## config.mk

```make
export PLATFORM = sky130hd
export DESIGN_NAME = branch_predictor
export DESIGN_NICKNAME = d
export VERILOG_FILES = /design/src/rtl/branch_predictor.sv
export SDC_FILE = /design/constraint.sdc
export NUM_CORES = 2
export LEC_CHECK = 0
export CORE_MARGIN = 2
export CORE_UTILIZATION = 53
export DETAILED_ROUTE_END_ITERATION = 8
export MAX_ROUTING_LAYER = met4
export PLACE_DENSITY_LB_ADDON = 0.25
export SLEW_MARGIN = 10
export SYNTH_ARGS = -nofsm -noshare
export SYNTH_HDL_FRONTEND = slang
export SYNTH_SLANG_ARGS = --single-unit
```

## constraint.sdc

```tcl
create_clock -name clk -period 17.7 [get_ports clk]
set_input_delay 1.77 -clock clk [delete_from_list [all_inputs] [get_ports clk]]
set_output_delay 1.77 -clock clk [all_outputs]
set_load 0.005 [all_outputs]
```

## src/rtl/branch_predictor.sv

```systemverilog
// Fetch-stage dynamic branch predictor: direct-mapped BTB with 2-bit counters,
// trained from EX, plus saturating branch/mispredict statistics.

module branch_predictor_entry #(
  parameter int TAG_BITS = 24
) (
  input  logic                clk,
  input  logic                reset,
  input  logic                sel,
  input  logic                valid_set,
  input  logic                valid_clr,
  input  logic                tag_we,
  input  logic                target_we,
  input  logic                ctr_we,
  input  logic [TAG_BITS-1:0] wr_tag,
  input  logic [31:0]         wr_target,
  input  logic [1:0]          wr_ctr,
  input  logic                wr_is_jal,
  output logic                valid,
  output logic [TAG_BITS-1:0] tag,
  output logic [31:0]         target,
  output logic [1:0]          ctr,
  output logic                is_jal
);

  always_ff @(posedge clk or posedge reset) begin
    if (reset) begin
      valid  <= 1'b0;
      ctr    <= 2'b00;
      is_jal <= 1'b0;
    end else if (sel) begin
      if (valid_set)      valid <= 1'b1;
      else if (valid_clr) valid <= 1'b0;
      if (ctr_we) ctr    <= wr_ctr;
      if (tag_we) is_jal <= wr_is_jal;
    end
  end

  // Tag/target are qualified by valid, so they carry no reset.
  always_ff @(posedge clk) begin
    if (sel && tag_we)    tag    <= wr_tag;
    if (sel && target_we) target <= wr_target;
  end

endmodule

module branch_predictor #(
  parameter int INDEX_BITS = 6,
  parameter int CNT_WIDTH  = 32
) (
  input  logic                 clk,
  input  logic                 reset,
  input  logic [31:0]          if_pc,
  output logic                 predict_taken,
  output logic [31:0]          predict_pc,
  input  logic                 ex_valid,
  input  logic [31:0]          ex_pc,
  input  logic                 ex_is_branch,
  input  logic                 ex_is_jump,
  input  logic                 ex_is_jumpr,
  input  logic                 ex_taken,
  input  logic [31:0]          ex_target,
  input  logic                 ex_flush,
  output logic [CNT_WIDTH-1:0] branch_count,
  output logic [CNT_WIDTH-1:0] mispredict_count
);

  localparam int ENTRIES  = 1 << INDEX_BITS;
  localparam int TAG_BITS = 30 - INDEX_BITS;

  logic [ENTRIES-1:0]               valid_q;
  logic [ENTRIES-1:0]               is_jal_q;
  logic [ENTRIES-1:0][TAG_BITS-1:0] tag_q;
  logic [ENTRIES-1:0][31:0]         target_q;
  logic [ENTRIES-1:0][1:0]          ctr_q;

  logic [INDEX_BITS-1:0] if_idx, ex_idx;
  logic [TAG_BITS-1:0]   if_tag, ex_tag;
  logic                  if_hit, ex_hit;

  assign if_idx = if_pc[INDEX_BITS+1:2];
  assign if_tag = if_pc[31:INDEX_BITS+2];
  assign ex_idx = ex_pc[INDEX_BITS+1:2];
  assign ex_tag = ex_pc[31:INDEX_BITS+2];

  logic unused_pc_bits;
  assign unused_pc_bits = ^{if_pc[1:0], ex_pc[1:0]};

  // Lookup reads registered state, so a same-cycle update is seen next cycle.
  assign if_hit        = valid_q[if_idx] && (tag_q[if_idx] == if_tag);
  assign predict_taken = if_hit && (is_jal_q[if_idx] || ctr_q[if_idx][1]);
  assign predict_pc    = predict_taken ? target_q[if_idx] : if_pc + 32'd4;

  assign ex_hit = valid_q[ex_idx] && (tag_q[ex_idx] == ex_tag);

  logic       do_branch, do_jump, do_jumpr;
  logic       wr_alloc, wr_train, wr_inval;
  logic       target_we, ctr_we;
  logic [1:0] cur_ctr, train_ctr, wr_ctr;

  always_comb begin
    do_branch = ex_valid & ex_is_branch;
    do_jump   = ex_valid & ~ex_is_branch & ex_is_jump;
    do_jumpr  = ex_valid & ~ex_is_branch & ~ex_is_jump & ex_is_jumpr;

    wr_alloc  = do_jump | (do_branch & ~ex_hit & ex_taken);
    wr_train  = do_branch & ex_hit;
    wr_inval  = do_jumpr & ex_hit;

    cur_ctr   = ctr_q[ex_idx];
    train_ctr = cur_ctr;
    if (ex_taken) begin
      if (cur_ctr != 2'b11) train_ctr = cur_ctr + 2'd1;
    end else begin
      if (cur_ctr != 2'b00) train_ctr = cur_ctr - 2'd1;
    end

    wr_ctr    = wr_alloc ? (do_jump ? 2'b11 : 2'b10) : train_ctr;
    ctr_we    = wr_alloc | wr_train;
    target_we = wr_alloc | (wr_train & ex_taken);
  end

  for (genvar i = 0; i < ENTRIES; i++) begin : g_entry
    branch_predictor_entry #(.TAG_BITS(TAG_BITS)) u_entry (
      .clk       (clk),
      .reset     (reset),
      .sel       (ex_idx == INDEX_BITS'(i)),
      .valid_set (wr_alloc),
      .valid_clr (wr_inval),
      .tag_we    (wr_alloc),
      .target_we (target_we),
      .ctr_we    (ctr_we),
      .wr_tag    (ex_tag),
      .wr_target (ex_target),
      .wr_ctr    (wr_ctr),
      .wr_is_jal (do_jump),
      .valid     (valid_q[i]),
      .tag       (tag_q[i]),
      .target    (target_q[i]),
      .ctr       (ctr_q[i]),
      .is_jal    (is_jal_q[i])
    );
  end

  always_ff @(posedge clk or posedge reset) begin
    if (reset) begin
      branch_count     <= '0;
      mispredict_count <= '0;
    end else begin
      if (ex_valid && (ex_is_branch || ex_is_jump || ex_is_jumpr) && branch_count != '1)
        branch_count <= branch_count + CNT_WIDTH'(1);
      if (ex_flush && mispredict_count != '1)
        mispredict_count <= mispredict_count + CNT_WIDTH'(1);
    end
  end

endmodule

```

==> impl_results.md <==
- Area grow syn2layout: 12.5%
- Post-layout min period: 10.85 ns
- Setup ws final: 6.85 ns
- CTS tree: built
- Final Setup Violations: 0
- Clock tree buffer depth: 4
- Hold Path Class: register to register
- Synth Cell Area: 167,000 um^2
- Max FO, Critical Path: 81
- Die W: 565 um
- Critical path launch point: if_pc[2]
- Syn_area_per_cell: 20.6 um^2
- Fin crit share: 0.613
- Htree depth: 5
- Area leader, netlist: edfxtp_1
- Worst Max-Slew Pin Slew: 1.27 ns
- Hold_buf cts: 0
- Startpoint Class: input pin
- CORE AREA: around 310,000 um^2
- Synth Warn #: 0
- Post-route ant nets: 0
- Status: finished, final reports clean
- Capturing point of the worst reg2reg path: g_entry[46].u_entry.tag[6]
- WL per Instance: 39.1 um
- DR DRC count: 0
- Rows: a little over 200
- Fmax: roughly 90 MHz
- Crit path largest cell delay: approximately 0.84 ns
- Clk slew on worst S/H paths: 0.06 ns
- Max_cap viols: 0
- R2R Path Start: g_entry[52].u_entry.tag[18]
- GP Congestion: 0.890
- R2R Setup Slk: 10.54 ns
- Synth unique cells: 80
- Worst Hold Depth: 1
- Fin util: 0.600
- CP delay by family, top: buffers and inverters
- Layout fillers: approximately 22,000
- Slew Limit Fails: 0
- PortBufs: 198
- WS Path Type: input pin to output port
- TritonCTS Sinks: 3,904
- Synth Net Count: approximately 8,000
- Arr. time, crit path: 9.08 ns
- RSZ-0062 raised after global routing: no
- DP HPWL: 274,000 um
- Peak VDD IR: around 0.10 mV
- Critical Path, Cell by Cell: buf_16, buf_4, buf_4, mux4_2, nor2b_1, a211oi_1, a21oi_1, mux4_2, xnor2_1, nand4_1, nor4bb_1, nand3_4, mux2_1, clkdlybuf4s50_1
- Final hold vios: 0
- Post-Route Setup TNS: 0 ns
- Gr usage total: 0.328
- Syn Inst Count: between 8,000 and 9,000
- Critical Path Stages: 14
- Seq/Total Area, Yosys: 0.694
- Vias in the first global route: between 90,000 and 100k
- Largest net degree at the start of global routing: roughly 140
- Post-CTS setup buffer count: 0
- GRT Residual Overflow: 0
- EDFF count, synth: about 3,600
- # resized after CTS: 0
- Clock Skews: a little under 0.08 ns
- Worst rel slew slack: 0.154
- Via Count: 91,278
- Layout cells sized above 1: 0.306
- DRT Wirelength: 505,000 um
- DR pass1 iterations: 6
- Area contributors post-synth: edfxtp_1, mux4_2, dfrtp_1
- Ys async rst share: 0.0820
- Starting Density: 0.533
- Die Span Y: between 500 and 600 um
- Vias/cell: 7.06
- Worst Setup EP: predict_pc[1]
- Multi-input gate area: 49,200 um^2
- Clock root cell: clkbuf_16
- Worst R2R Path Depth: 13
- Number of top-level pins: 201
- Yosys top cell area share: 0.646
- First-pass GRT wire length: about 700,000 um
- Initial antenna violation count: 52
- Crit path buffers/inverters: 4
- Worst slack at placement: 6.56 ns
- Critical Path RT: about 16 ns
- Worst skew pair latency: 0.98 ns
- Die area: 319,000 um^2
- Nets@finish: 8,516
- Worst Setup End Kind: output port
- Main synth FF type: edfxtp_1
- Slowest CP cell: buf_4
- Sequential Area: 116,000 um^2
- Leak: 0.0601 uW
- Flops & latches, synth: between 3,000 and 4,000
- First-iteration detailed-routing DRC count: around 14,000
- PD cells: ~110 nW/um^2
- CTS Buf Count: 397
-- worst register-to-register path, stage by stage (launching register included) --
cell	delay [ns]
edfxtp_1	0.36
mux4_2	0.27
mux2i_1	0.08
o21ai_0	0.86
o21ai_0	0.65
o21ai_0	0.79
o2111ai_1	0.30
nor4_4	0.66
nand3_1	0.37
a31oi_4	0.26
buf_4	0.70
buf_12	0.76
nor2_4	0.26
buf_4	0.34
-- metal layers --
layer / track usage / wire [um] / vias to the layer above / share of wire
li1: - / - / 34921 / -
met3: 0.0633 / 57200 / 1243 / 0.11
met2: 0.502 / 242000 / 6357 / 0.48
met1: 0.422 / 175000 / 48757 / 0.35
met4: 0.172 / 30500 / 0 / 0.060
met5: - / 0 / - / 0
-- placed cells by master, fill, tap and decap left out, types with 66 or more instances in the layout --
cell	instances
edfxtp_1	3584
mux4_2	1512
clkbuf_16	404
mux2i_1	359
dfrtp_1	320
buf_4	262
o21ai_0	216
nand2_1	215
clkdlybuf4s50_1	131
nor2_4	130
a22oi_1	119
a21oi_1	117
xnor2_1	102
nand3_1	93
mux2_2	93
clkinv_1	91
clkinv_2	82
inv_1	76
clkbuf_1	69
a21o_1	66
-- worst min-delay path by stage --
stage	from	endpoint	slack, ns
final	mispredict_count[25]	mispredict_count[25]	0.49
after global routing	g_entry[55].u_entry.ctr[0]	g_entry[55].u_entry.ctr[0]	0.51
after CTS	mispredict_count[7]	mispredict_count[7]	0.50
after detailed placement	mispredict_count[25]	mispredict_count[25]	0.49
after global placement	mispredict_count[5]	mispredict_count[5]	0.48
after floorplan	g_entry[16].u_entry.is_jal	g_entry[16].u_entry.is_jal	0.47
-- final cells by class --
class,instances,area share
flip-flops and latches,3904,0.617
multi-input cells,3558,0.262
clock buffers,482,0.0560
well taps,4140,0.0276
repair buffers,467,0.0208
clock inverters,258,0.0143
inverters,81,0.00170
diodes,40,0.000534
-- state kept, by name (all words and copies together) (netlist names) --
register                flops
g_entry.u_entry.tag      1536
g_entry.u_entry.is_jal     64
g_entry.u_entry.ctr       128
g_entry.u_entry.target   2048
mispredict_count           32
branch_count               32
g_entry.u_entry.valid      64
-- cells by family after synthesis --
group | count (synthesis) | share of synthesized area
flops | 3904 | 0.694
simple gates | 695 | 0.0196
buf+inv | 616 | 0.0175
mux | 1984 | 0.234
compound gates | 737 | 0.0281
fa+ha+maj | 3 | 0.000225
xor+xnor | 139 | 0.00730
-- through the flow --
step | instances | power [uW] | hold slack, ns | instance area, um^2
CTS | 12889 | 20300 | 0.497 | 187000
floorplan | 8078 | 11300 | 0.466 | 167000
finish | 12930 | 20200 | 0.490 | 187000
detailed placement | 12149 | 11900 | 0.486 | 174000
global route | 12926 | 20700 | 0.511 | 187000
global placement | 12149 | 11800 | 0.476 | 174000
-- Yosys cell counts (all sizes together), types with 4 or more instances --
master and instances:
edfxtp 3584, mux4 1512, mux2i 359, dfrtp 320, buf 318, o21ai 265
clkbuf 217, nand2 215, nor2 193, a22oi 119, a21oi 118, mux2 113
xnor2 102, nand3 94, inv 80, a21o 66, nand4 46, o211ai 39
xor2 37, nor2b 30, nor3 25, a221oi 21, a211oi 18, and3 17
a22o 16, a31oi 15, and2 14, o22ai 13, nand2b 12, nor4 12
and4 9, or4 6, a32oi 4, and3b 4, nand3b 4, o31ai 4
or3 4
-- power by group --
group / switching, uW / internal [uW]
clock network: 3590 / 4930
registers: 69.5 / 10200
logic: 855 / 594
Note: power is estimated with default switching activity, not from simulation.
